===== config.mk =====
export PLATFORM = sky130hd
export DESIGN_NAME = pipe_stage_skid
export DESIGN_NICKNAME = d
export VERILOG_FILES = /design/src/rtl/pipe_stage_skid.sv
export SDC_FILE = /design/constraint.sdc
export NUM_CORES = 1
export LEC_CHECK = 0
export ABC_AREA = 0
export CORE_UTILIZATION = 51
export DETAILED_ROUTE_END_ITERATION = 10
export GPL_TIMING_DRIVEN = 1
export PLACE_DENSITY = 0.85
export SETUP_SLACK_MARGIN = 0.15
export SLEW_MARGIN = 20
export SYNTH_ARGS = -nofsm -noshare
export SYNTH_HDL_FRONTEND = slang
export SYNTH_SLANG_ARGS = --single-unit

===== constraint.sdc =====
create_clock -name Clk -period 2.35 [get_ports Clk]
set_input_delay 0.3525 -clock Clk [delete_from_list [all_inputs] [get_ports Clk]]
set_output_delay 0.3525 -clock Clk [all_outputs]
set_load 0.005 [all_outputs]

===== src/rtl/pipe_stage_skid.sv =====
// Generic valid/ready pipeline stage with a 2-entry skid buffer, flush and stall support.
// Optional statistics counters are enabled by defining PIPE_STAGE_STATS_EN.
module pipe_stage_skid #(
  parameter int DATA_W     = 32,
  parameter int CTRL_W     = 16,
  parameter int FLUSH_DATA = 1,
  parameter int CNT_W      = 16
) (
  input  logic              Clk,
  input  logic              Reset,
  input  logic              Flush,
  input  logic              in_valid,
  output logic              in_ready,
  input  logic [CTRL_W-1:0] in_ctrl,
  input  logic [DATA_W-1:0] in_data,
  output logic              out_valid,
  input  logic              out_ready,
  output logic [CTRL_W-1:0] out_ctrl,
  output logic [DATA_W-1:0] out_data,
  output logic [CNT_W-1:0]  stall_cnt,
  output logic [CNT_W-1:0]  flush_cnt
);

  typedef enum logic [1:0] {
    EMPTY = 2'd0,
    BUSY  = 2'd1,
    FULL  = 2'd2
  } state_t;

  state_t            state, state_next;
  logic [CTRL_W-1:0] main_ctrl, main_ctrl_next, skid_ctrl, skid_ctrl_next;
  logic [DATA_W-1:0] main_data, main_data_next, skid_data, skid_data_next;
  logic              in_fire, out_fire;

  assign out_valid = (state != EMPTY);
  assign in_ready  = !Reset && (state != FULL);
  assign out_ctrl  = main_ctrl;
  assign out_data  = main_data;
  assign in_fire   = in_valid && in_ready;
  assign out_fire  = out_valid && out_ready;

  always_comb begin
    state_next     = state;
    main_ctrl_next = main_ctrl;
    main_data_next = main_data;
    skid_ctrl_next = skid_ctrl;
    skid_data_next = skid_data;
    if (Flush) begin
      state_next     = EMPTY;
      main_ctrl_next = '0;
      skid_ctrl_next = '0;
      if (FLUSH_DATA != 0) begin
        main_data_next = '0;
        skid_data_next = '0;
      end
    end else begin
      case (state)
        EMPTY: begin
          if (in_fire) begin
            main_ctrl_next = in_ctrl;
            main_data_next = in_data;
            state_next     = BUSY;
          end
        end
        BUSY: begin
          if (in_fire && out_fire) begin
            main_ctrl_next = in_ctrl;
            main_data_next = in_data;
          end else if (in_fire) begin
            skid_ctrl_next = in_ctrl;
            skid_data_next = in_data;
            state_next     = FULL;
          end else if (out_fire) begin
            state_next = EMPTY;
          end
        end
        FULL: begin
          // The skid entry is always older than anything upstream, so it moves up first.
          if (out_fire) begin
            main_ctrl_next = skid_ctrl;
            main_data_next = skid_data;
            state_next     = BUSY;
          end
        end
        default: state_next = EMPTY;
      endcase
    end
  end

  always_ff @(posedge Clk) begin
    if (Reset) begin
      state     <= EMPTY;
      main_ctrl <= '0;
      main_data <= '0;
      skid_ctrl <= '0;
      skid_data <= '0;
    end else begin
      state     <= state_next;
      main_ctrl <= main_ctrl_next;
      main_data <= main_data_next;
      skid_ctrl <= skid_ctrl_next;
      skid_data <= skid_data_next;
    end
  end

`ifdef PIPE_STAGE_STATS_EN
  logic [CNT_W-1:0] stall_q, flush_q;

  // Both counters saturate at all-ones rather than wrapping.
  always_ff @(posedge Clk) begin
    if (Reset) begin
      stall_q <= '0;
      flush_q <= '0;
    end else begin
      if (out_valid && !out_ready && !Flush && (stall_q != {CNT_W{1'b1}}))
        stall_q <= stall_q + 1'b1;
      if (Flush && (state != EMPTY) && (flush_q != {CNT_W{1'b1}}))
        flush_q <= flush_q + 1'b1;
    end
  end

  assign stall_cnt = stall_q;
  assign flush_cnt = flush_q;
`else
  assign stall_cnt = '0;
  assign flush_cnt = '0;
`endif

endmodule


# Yosys cells after proc, flatten, opt, wreduce, memory -nomap -nowiden
# Cells that the tools add are included.
classes:
  add_sub_neg: 0
  n_bitwise: 1
  eq_ne: 8
  mux: 14
  div_mod_pow: 0
  shift: 0
  reduce_logical: 12
  n_mul: 0
  magnitude_cmp: 0
ops:
  columns: ["op", "count"]
  rows:
  - ["$mux W32", 3]
  - ["$pmux W32 S3", 1]
  - ["$mux W16", 3]
  - ["$pmux W16 S3", 1]
  - ["$mux W2", 5]
  - ["$ne A2 B2 Y1 const B", 5]
  - ["$reduce_and A4 Y1", 2]
  - ["$pmux W2 S3", 1]
  - ["$logic_and A1 B1 Y1", 4]
  - ["$ne A3 B3 Y1 const B", 1]
  - ["$reduce_and A3 Y1", 1]
  - ["$reduce_bool A3 Y1", 1]
  - ["$eq A2 B1 Y1 const B", 1]
  - ["$eq A2 B2 Y1 const B", 1]
  - ["$logic_not A2 Y1", 1]
  - ["$reduce_bool A2 Y1", 1]
  - ["$reduce_or A2 Y1", 1]
  - ["$logic_not A1 Y1", 1]
  - ["$not A1 Y1", 1]
word_totals:
  latch_bits: 0
  mem_bits_rw: 0
  elab_cells: 40
  output_inout_bits: 82
  inputBits: 53
  mem_count: 0
  register_bits: 98
  rom_bits: 0

# Depth between registers and ports, before layout
# Gate-level depths: netlist of the first run.
logic_depth:
  ltp_word: 6
  mapped_depth: 7
  ltp_nobuf: 3

# Worst setup path after synthesis of the first run
# No wires, ideal clock.
synth_path:
  path_type: "reg-to-reg"
  startpoint: "register state[1]"
  endpoint: "register main_ctrl[9], in the netlist out_ctrl[9]"
  slack_ps: 836
  synth_period_minus_slack_ps: 1514
  arrival_ps: 1381
  path_stages_with_launch: 8
  path_buffers: 4
  path_cell_list: "dfxtp_1 -> buf_2 -> and3b_1 -> buf_2 -> buf_2 -> buf_2 -> a311oi_1 -> a211oi_2"
synth_between:
  elab_chain_cells: 6
  elab_cells_between_ends: 15
  cone_classes: "eq/ne: 6; mux: 1; reduce/logical: 8"
synth_rtl:
  columns: ["element", "line", "rtl"]
  rows:
  - ["start, declared", "30", "state_t state, state_next;"]
  - ["start signal, assigned", "98", "state <= state_next;"]
  - ["$ne A2 B2 Y1", "36", "assign in_ready = !Reset && (state != FULL);"]
  - ["$logic_and A1 B1 Y1", "36", null]
  - ["$logic_and A1 B1 Y1", "39", "assign in_fire = in_valid && in_ready;"]
  - ["$logic_and A1 B1 Y1", "66", "if (in_fire && out_fire) begin"]
  - ["$ne A2 B2 Y1 (no source line)", null, null]
  - ["$reduce_and A4 Y1 (no source line)", null, null]
  - ["end signal, assigned", "99", "main_ctrl <= main_ctrl_next;"]
  - ["end, declared", "31", "logic [CTRL_W-1:0] main_ctrl, main_ctrl_next, skid_ctrl, skid_ctrl_next;"]
# Several ways; a longest one is shown, not always the timed one.
# A chain may end at the register's enable or synchronous reset.

# Final worst setup path of the first run
layout_path:
  startpoint: "input port in_valid"
  endpoint: "register main_data[25], in the netlist out_data[25]"
layout_between:
  elab_chain_cells: 4
  elab_cells_between_ends: 5
  cone_classes: "eq/ne: 2; reduce/logical: 3"
layout_rtl:
  columns: ["element", "line", "rtl"]
  rows:
  - ["start, declared", "12", "input logic in_valid,"]
  - ["$logic_and A1 B1 Y1 (*)", "39", null]
  - ["$logic_and A1 B1 Y1", "66", null]
  - ["$ne A2 B2 Y1 (no source line)", null, null]
  - ["$reduce_and A4 Y1 (no source line) (*)", null, null]
  - ["end signal, assigned", "100", "main_data <= main_data_next;"]
  - ["end, declared", "32", "logic [DATA_W-1:0] main_data, main_data_next, skid_data, skid_data_next;"]
# Mark *: on every way between the ends. The rest lies on a longest branch, timed or not.

==> impl_metrics.env, run 1 <==
export IMPL_clk_latency_ns=0.36
export IMPL_routed_wl_um=11800
export IMPL_grt_total_usage=0.247
export IMPL_synthToLayoutAreaGrowth_pct=23.6
export IMPL_min_path_cells=2
export IMPL_r2r_slack_ns=0.33
export IMPL_ys_ff_latch=98
export IMPL_rr_endpoint="out_data[25]"
export IMPL_worstSetupEndpointType="flop"
export IMPL_rsz0062_at_grt="no"
export IMPL_drive_gt1_frac=0.0723
export IMPL_grt_pass1_vias=3968
export IMPL_drc=0
export IMPL_htreeDepth=3
export IMPL_initial_utilization=0.529
export IMPL_ctsHoldBuffers=0
export IMPL_cp_start_kind="primary input"
export IMPL_skew_ns=0.0103
export IMPL_diodes=0
export IMPL_hold_ws_ns=0.478
export IMPL_yosysUniqueCellTypes=29
export IMPL_critPathMaxFanout=48
export IMPL_p_switching_mw=0.775
export IMPL_cts_tree="yes"
export IMPL_worstHoldEndpoint="skid_data[18]"
export IMPL_switching_share=0.242
export IMPL_grt_first_pass_wirelength_um=19200
export IMPL_dp_hpwl_um=6870
export IMPL_gp_congestion=0.790
export IMPL_vias=4118
export IMPL_cts_buffers=9
export IMPL_crit_required_ns=2.53
export IMPL_min_period_ns=2.05
export IMPL_grt_ovfl_total=0
export IMPL_finalCritPeriodShare=0.871
export IMPL_r2r_start="state[1]"
export IMPL_finalMaxSlewViolations=0
export IMPL_post_cts_setup_buffers=1
export IMPL_synthCells=502
export IMPL_clkSinkCount=98
export IMPL_viasPerCell=6.10
export IMPL_setup_violations=0
export IMPL_syn_area_per_cell_um2=9.19
export IMPL_core_area_um2=8720
export IMPL_powerDensity_nw_per_um2=561
export IMPL_seq_area_um2=1960
export IMPL_dr_first_iter_drc_count=289
export IMPL_slew_headroom=0.268
export IMPL_syn_area_um2=4610
export IMPL_antenna_found_initial=0
export IMPL_drv_cap=0
export IMPL_finish_utilization=0.654
export IMPL_grt_max_degree=99
export IMPL_reg2regPathDepth=4
export IMPL_combPwrFrac=0.119
export IMPL_io_buffer_count=102
export IMPL_worstMarginPinSlew_ns=1.10
export IMPL_firstDrtPassIters=5
export IMPL_critPathKind="in -> reg"
export IMPL_postRouteAntennaNets=0
export IMPL_hold_viol_final=0
export IMPL_seq_area_frac_synth=0.425
export IMPL_wl_per_cell_um=17.5
export IMPL_final_nets=615
export IMPL_multi_input_area_um2=2260
export IMPL_cts_root_buf="clkbuf_8"
export IMPL_status="completed"
export IMPL_p_leak_nw=2.17
export IMPL_critPathArrivalTime_ns=2.23
export IMPL_cts_clk_slew_worst_paths_ns=0.09
export IMPL_dieArea_um2=9430
export IMPL_row_count=34
export IMPL_p_int_mw=2.42
export IMPL_clkPwrFrac=0.345
export IMPL_min_path_type="reg -> reg"
export IMPL_max_freq_mhz=489
export IMPL_ctsResizeCount=0
export IMPL_n_fill_cell=698
export IMPL_p_seq_frac=0.536
export IMPL_die_h_um=97.1
export IMPL_peakVddDrop_mv=0.324
export IMPL_min_delay_start="skid_data[18]"
export IMPL_yosysWarningCount=0
export IMPL_io_pin_count=135
export IMPL_die_w_um=97.1
export IMPL_cts_buffer_depth=2
cell usage after synthesis (all sizes together):
library cell  instances  area, um2
a2bb2oi               1       8.76
a31o                  1       8.76
conb                  1       3.75
clkbuf               45        169
and3b                 1       8.76
nand2                 1       3.75
a21oi                49        245
nand2b                2       12.5
nor2                  2       7.51
nand3                48        240
o21ba                 1       10.0
o21ai                48        240
inv                   1       3.75
buf                  51        355
a211oi               48        365
a311oi               48        420
or2                   2       12.5
nand4bb               1       11.3
and4bb                1       12.5
mux2i                49        490
dfxtp                98       1960
and2b                 1       7.51
nor2b                 1       6.26
or3b                  1       8.76
how the worst max path moves through the flow:
stage	from	to	cells after the start
final	in_valid	out_data[25]	4
after global routing	in_valid	out_data[25]	4
after CTS	state[0]	in_ready	3
after detailed placement	in_valid	out_data[25]	4
after global placement	Reset	out_data[20]	4
after floorplan	state[1]	out_ctrl[9]	7
per-layer routing:
layer  wire, um  track usage  part of all wire
met1       5040        0.316              0.43
met5          0            0                 0
met2       5690        0.407              0.48
met4        276       0.0907             0.023
met3        773       0.0568             0.066
cell usage in the layout, fill, tap and decap left out, drive strengths merged, types with 2 or more instances in the layout:
master	n
a211oi	48
a21oi	49
a311oi	48
buf	12
clkbuf	11
clkdlybuf4s50	102
clkinv	3
conb	32
dfxtp	98
mux2i	49
nand2b	2
nand3	48
nor2	2
o21ai	48
or2	2
sequential cells by signal, indices dropped and copies added, names as in the netlist:
name	count
out_ctrl	16
out_data	32
skid_ctrl	16
skid_data	32
state	2
area by class of cell:
class | count | area share
multi-input cells | 338 | 0.396
flip-flops and latches | 98 | 0.344
repair buffers | 114 | 0.199
clock buffers | 11 | 0.0248
well taps | 108 | 0.0237
clock inverters | 5 | 0.0112
inverters | 1 | 0.000658
power by group through the flow:
stage | Sequential (mW) | Clock, mW | Combinational, mW
2_1_floorplan | 1.75 | 0 | 0.221
3_3_place_gp | 1.75 | 0 | 0.369
3_5_place_dp | 1.75 | 0 | 0.377
4_1_cts | 1.71 | 1.12 | 0.379
5_1_grt | 1.72 | 1.19 | 0.411
6_report | 1.71 | 1.10 | 0.381
worst max-delay path: stages:
cell and delay, ns:
clkdlybuf4s50_1 0.58, and2b_2 0.19, a31o_2 0.86, a211oi_1 0.23
metrics by stage:
| step | power (mW) | area [um2] | instances | setup WS (ns) | TNS, ns |
|---|---|---|---|---|---|
| final | 3.20 | 5700 | 675 | 0.304 | 0 |
| after global routing | 3.32 | 5700 | 675 | 0.231 | 0 |
| after CTS | 3.22 | 5700 | 675 | 0.314 | 0 |
| after detailed placement | 2.13 | 5490 | 658 | -0.0243 | -0.0243 |
| after global placement | 2.12 | 5490 | 658 | 0.0489 | 0 |
| after floorplan | 1.97 | 4730 | 533 | 0.836 | 0 |
cell families (layout without fill, tap and decap cells):
group	Yosys count	after routing	share of synthesized area
buffers and inverters	97	131	0.114
other	1	32	0.000813
AOI/OAI and AO/OA	196	196	0.281
and+or+nand+nor	61	61	0.0719
DFF	98	98	0.425
muxes	49	49	0.106
(Power assumes the default switching activity.)
==> run 2: changes to the inputs <==
--- a/config.mk
+++ b/config.mk
@@ -6,11 +6,13 @@
 export NUM_CORES = 1
 export LEC_CHECK = 0
 export ABC_AREA = 0
-export CORE_UTILIZATION = 51
+export CORE_UTILIZATION = 53
+export CTS_BUF_LIST = sky130_fd_sc_hd__clkbuf_8
 export DETAILED_ROUTE_END_ITERATION = 10
 export GPL_TIMING_DRIVEN = 1
-export PLACE_DENSITY = 0.85
+export PLACE_DENSITY = 0.88
 export SETUP_SLACK_MARGIN = 0.15
+export SKIP_CTS_REPAIR_TIMING = 1
 export SLEW_MARGIN = 20
 export SYNTH_ARGS = -nofsm -noshare
 export SYNTH_HDL_FRONTEND = slang
==> impl_metrics.env, run 2 (synthesis gave the netlist of run 1 again) <==
export IMPL_io_buffer_count=102
export IMPL_gp_congestion=0.778
export IMPL_drv_cap=0
export IMPL_path_cells="buf_4 -> or2_2 -> clkdlybuf4s50_1"
export IMPL_cp_start_kind="flop"
export IMPL_die_h_um=95.3
export IMPL_drc=0
export IMPL_min_period_ns=2.11
export IMPL_worstHoldEndpoint="skid_data[8]"
export IMPL_combPwrFrac=0.117
export IMPL_io_pin_count=135
export IMPL_dpl_cell_count=657
export IMPL_worstMarginPinSlew_ns=1.12
export IMPL_routedLengthMet1_um=4980
export IMPL_grt_pass1_vias=3846
export IMPL_clk_latency_ns=0.36
export IMPL_vias=4184
export IMPL_final_area_um2=5710
export IMPL_finalMaxSlewViolations=0
export IMPL_switching_share=0.239
export IMPL_initial_utilization=0.553
export IMPL_rsz0062_at_grt="no"
export IMPL_grt_total_usage=0.261
export IMPL_fin_setup_tns_ns=0
export IMPL_total_power_mw=3.27
export IMPL_setup_violations=0
export IMPL_p_seq_frac=0.523
export IMPL_dr_wl_met2_um=5930
export IMPL_grt_max_degree=99
export IMPL_worstSetupEndpointType="output pin"
export IMPL_antenna_found_initial=0
export IMPL_critical_path_slowest_cell="clkdlybuf4s50_1"
export IMPL_skew_ns=0.00968
export IMPL_viasPerCell=6.22
export IMPL_postRouteAntennaNets=0
export IMPL_critPathArrivalTime_ns=1.75
export IMPL_synthToLayoutAreaGrowth_pct=23.8
export IMPL_fin_ws_ns=0.244
export IMPL_dieArea_um2=9080
export IMPL_wl_per_cell_um=17.7
export IMPL_final_common_cell="clkdlybuf4s50_1"
export IMPL_critPathKind="reg -> out"
export IMPL_slew_headroom=0.256
export IMPL_min_path_cells=2
export IMPL_core_area_um2=8340
export IMPL_hold_ws_ns=0.477
export IMPL_dp_hpwl_um=7090
export IMPL_cts_buffers=9
export IMPL_cts_root_buf="clkbuf_8"
export IMPL_row_count=33
export IMPL_route_met3_wl_um=746
export IMPL_min_path_type="reg -> reg"
export IMPL_pre_cts_ws_ns=-0.00795
export IMPL_diodes=0
export IMPL_clkSinkCount=98
export IMPL_grt_ovfl_total=0
export IMPL_p_int_mw=2.49
export IMPL_clkPwrFrac=0.360
export IMPL_instances_no_fill=673
export IMPL_crit_required_ns=2.00
export IMPL_die_w_um=95.3
export IMPL_final_nets=616
export IMPL_critPathMaxStageDelay_ns=0.45
export IMPL_reg2regPathDepth=3
export IMPL_p_switching_mw=0.782
export IMPL_rr_endpoint="out_data[26]"
export IMPL_routed_wl_um=11900
export IMPL_min_delay_start="skid_data[8]"
export IMPL_finalCritPeriodShare=0.896
export IMPL_powerDensity_nw_per_um2=573
export IMPL_cts_clk_slew_worst_paths_ns=0.09
export IMPL_final_cell_mix="clkdlybuf4s50_1 (102), dfxtp_1 (96), a21oi_1 (49), mux2i_1 (49)"
export IMPL_drive_gt1_frac=0.0775
export IMPL_hold_viol_final=0
export IMPL_critPathMaxFanout=17
export IMPL_r2r_slack_ns=0.42
export IMPL_grt_first_pass_wirelength_um=18700
export IMPL_p_leak_nw=2.18
export IMPL_status="completed"
export IMPL_r2r_start="state[1]"
export IMPL_cts_tree="yes"
export IMPL_dr_max_layer_used="met4"
export IMPL_max_freq_mhz=475
export IMPL_htreeDepth=3
export IMPL_n_fill_cell=645
export IMPL_dr_first_iter_drc_count=349
export IMPL_finish_utilization=0.685
export IMPL_cts_buffer_depth=2
export IMPL_firstDrtPassIters=5
export IMPL_dpl_cell_area_um2=5490
export IMPL_peakVddDrop_mv=0.342
run 2: cell types whose count changed in the layout (fill, tap and decap cells not counted), sizes merged:
cell / before / now
bufinv: 1 / 2
buf: 12 / 13
clkinvlp: 1 / 2
clkbuf: 11 / 9
run 2: how the worst max path moves through the flow:
| stage | from | to | slack, ns | cells after the start |
|---|---|---|---|---|
| floorplan | state[1] | out_ctrl[9] | 0.84 | 7 |
| global placement | Reset | out_data[9] | 0.05 | 4 |
| detailed placement | Reset | out_ctrl[15] | -0.008 | 4 |
| CTS | state[1] | out_valid | 0.17 | 3 |
| global route | state[1] | out_valid | 0.21 | 3 |
| finish | state[1] | out_valid | 0.24 | 3 |
run 2: cell type report:
cell class	count	area, um2	area share
Clock buffer	9	124	0.0217
Clock inverter	7	93.8	0.0164
Inverter	1	3.75	0.000657
Multi-Input combinational cell	338	2260	0.396
Sequential cell	98	1970	0.344
Tap cell	105	131	0.0230
Timing Repair Buffer	115	1130	0.198
run 2: per-layer routing:
layer / up-vias / track usage
met5: - / 0
met4: 0 / 0.101
met3: 23 / 0.0431
met2: 185 / 0.444
met1: 2019 / 0.329
li1: 1957 / -
run 2: critical path: cells and delay by family, from the launching register on:
kind	cells	cell delay, ns
buffers and inverters	2	0.66
DFF	1	0.42
and+or+nand+nor	1	0.32
run 2: power groups by stage:
stage / clock, mW / combinational, mW / sequential (mW)
2_1_floorplan: 0 / 0.221 / 1.75
3_3_place_gp: 0 / 0.368 / 1.75
3_5_place_dp: 0 / 0.379 / 1.75
4_1_cts: 1.19 / 0.380 / 1.71
5_1_grt: 1.27 / 0.415 / 1.72
6_report: 1.18 / 0.383 / 1.71
==> run 3: changes to the inputs <==
--- a/config.mk
+++ b/config.mk
@@ -6,11 +6,10 @@
 export NUM_CORES = 1
 export LEC_CHECK = 0
 export ABC_AREA = 0
-export CORE_UTILIZATION = 53
-export CTS_BUF_LIST = sky130_fd_sc_hd__clkbuf_8
+export CORE_UTILIZATION = 45
 export DETAILED_ROUTE_END_ITERATION = 10
 export GPL_TIMING_DRIVEN = 1
-export PLACE_DENSITY = 0.88
+export PLACE_DENSITY = 0.77
 export SETUP_SLACK_MARGIN = 0.15
 export SKIP_CTS_REPAIR_TIMING = 1
 export SLEW_MARGIN = 20
==> impl_metrics.env, run 3 (synthesis gave the netlist of run 1 again) <==
export IMPL_powerDensity_nw_per_um2=558
export IMPL_combPwrFrac=0.121
export IMPL_dieArea_um2=10700
export IMPL_grt_use_met2=0.365
export IMPL_grt_pass1_vias=3839
export IMPL_switching_share=0.236
export IMPL_final_nets=622
export IMPL_worstSetupEndpointType="output pin"
export IMPL_p_switching_mw=0.767
export IMPL_io_pin_count=135
export IMPL_dr_first_iter_drc_count=239
export IMPL_vias=4153
export IMPL_cts_buffers=9
export IMPL_critPathArrivalTime_ns=1.75
export IMPL_row_count=36
export IMPL_cts_root_buf="clkbuf_8"
export IMPL_skew_ns=0.0106
export IMPL_finalCritPeriodShare=0.895
export IMPL_p_int_mw=2.48
export IMPL_cts_buffer_depth=2
export IMPL_min_path_type="reg -> reg"
export IMPL_p_leak_nw=2.22
export IMPL_diodes=0
export IMPL_path_cells="buf_4 -> or2_2 -> clkdlybuf4s50_1"
export IMPL_postRouteAntennaNets=0
export IMPL_slew_headroom=0.664
export IMPL_fin_setup_tns_ns=0
export IMPL_grt_util_met3=0.0316
export IMPL_drive_gt1_frac=0.0836
export IMPL_max_freq_mhz=476
export IMPL_cts_tree="yes"
export IMPL_path_delay_family="buffers and inverters"
export IMPL_critPathKind="reg -> out"
export IMPL_io_buffer_count=102
export IMPL_final_cell_mix="clkdlybuf4s50_1 (102), dfxtp_1 (97), a21oi_1 (49), mux2i_1 (49)"
export IMPL_die_h_um=103
export IMPL_core_area_um2=9860
export IMPL_initial_utilization=0.468
export IMPL_n_fill_cell=826
export IMPL_firstDrtPassIters=5
export IMPL_critPathMaxFanout=17
export IMPL_antenna_found_initial=0
export IMPL_fin_ws_ns=0.248
export IMPL_dp_hpwl_um=7810
export IMPL_grtUsageMet1=0.304
export IMPL_drv_cap=0
export IMPL_setup_violations=0
export IMPL_critical_path_slowest_cell="clkdlybuf4s50_1"
export IMPL_cts_clk_slew_worst_paths_ns=0.09
export IMPL_pre_cts_ws_ns=0.193
export IMPL_viasPerCell=5.87
export IMPL_p_seq_frac=0.527
export IMPL_cp_start_kind="flop"
export IMPL_grt_total_usage=0.225
export IMPL_wl_per_cell_um=17.0
export IMPL_critPathMaxStageDelay_ns=0.46
export IMPL_clkPwrFrac=0.353
export IMPL_drc=0
export IMPL_routed_wl_um=12000
export IMPL_crit_required_ns=2.00
export IMPL_clk_latency_ns=0.36
export IMPL_synthToLayoutAreaGrowth_pct=26.2
export IMPL_path_buf_inv=2
export IMPL_status="completed"
export IMPL_grt_ovfl_total=0
export IMPL_rsz0062_at_grt="no"
export IMPL_finish_utilization=0.591
export IMPL_worstMarginPinSlew_ns=0.503
export IMPL_gp_congestion=0.815
export IMPL_finalMaxSlewViolations=0
export IMPL_clkSinkCount=98
export IMPL_grt_first_pass_wirelength_um=18800
export IMPL_min_period_ns=2.10
export IMPL_final_common_cell="clkdlybuf4s50_1"
export IMPL_die_w_um=103
export IMPL_hold_viol_final=0
export IMPL_peakVddDrop_mv=0.261
export IMPL_grt_max_degree=50
export IMPL_htreeDepth=3
export IMPL_grt_busiest_layer="met2"
run 3: cell types whose count changed in the layout (fill, tap and decap cells not counted), sizes merged:
cell / before / now
buf: 13 / 19
bufinv: 2 / 1
clkbuf: 9 / 13
clkinv: 3 / 1
clkinvlp: 2 / 1
run 3: layout make-up:
| class | instances | area [um2] | area share |
|---|---|---|---|
| timing repair buffer | 121 | 1210 | 0.208 |
| inverter | 1 | 3.75 | 0.000644 |
| sequential | 98 | 1970 | 0.337 |
| clock buffer | 13 | 169 | 0.0290 |
| tap | 133 | 166 | 0.0286 |
| clock inverter | 3 | 46.3 | 0.00795 |
| multi-input combinational | 338 | 2260 | 0.388 |
run 3: metrics by stage:
stage | power (mW) | hold slack [ns] | cell area, um2 | std cells
after floorplan | 1.97 | 0.453 | 4730 | 533
after global placement | 2.13 | 0.459 | 5610 | 691
after detailed placement | 2.14 | 0.466 | 5610 | 691
after CTS | 3.28 | 0.478 | 5820 | 707
after global routing | 3.38 | 0.492 | 5830 | 707
final | 3.25 | 0.476 | 5830 | 707
run 3: tightest hold or removal path: cells and delay by family, from the launching register on:
kind	cells	cell delay, ns
DFF	1	0.31
AOI/OAI and AO/OA	2	0.12
run 3: final timing paths:
kind / startpoint / end / slack [ns] / depth (start not counted)
max: state[1] / out_valid / 0.25 / 3
min: skid_ctrl[0] / skid_ctrl[0] / 0.48 / 2
max reg2reg: state[1] / out_data[15] / 0.63 / 4
min reg2reg: skid_ctrl[0] / skid_ctrl[0] / 0.48 / 2
run 3: layer usage:
layer	part of all wire	vias up
met4	0.016	0
li1	-	1978
met1	0.45	1975
met2	0.48	181
met3	0.063	19
met5	0	-
run 3: power groups by stage:
stage	clock (mW)	sequential (mW)	combinational (mW)
final	1.15	1.71	0.393
after detailed placement	0	1.75	0.390
after global routing	1.24	1.72	0.430
after global placement	0	1.75	0.381
after floorplan	0	1.75	0.221
after CTS	1.17	1.71	0.391
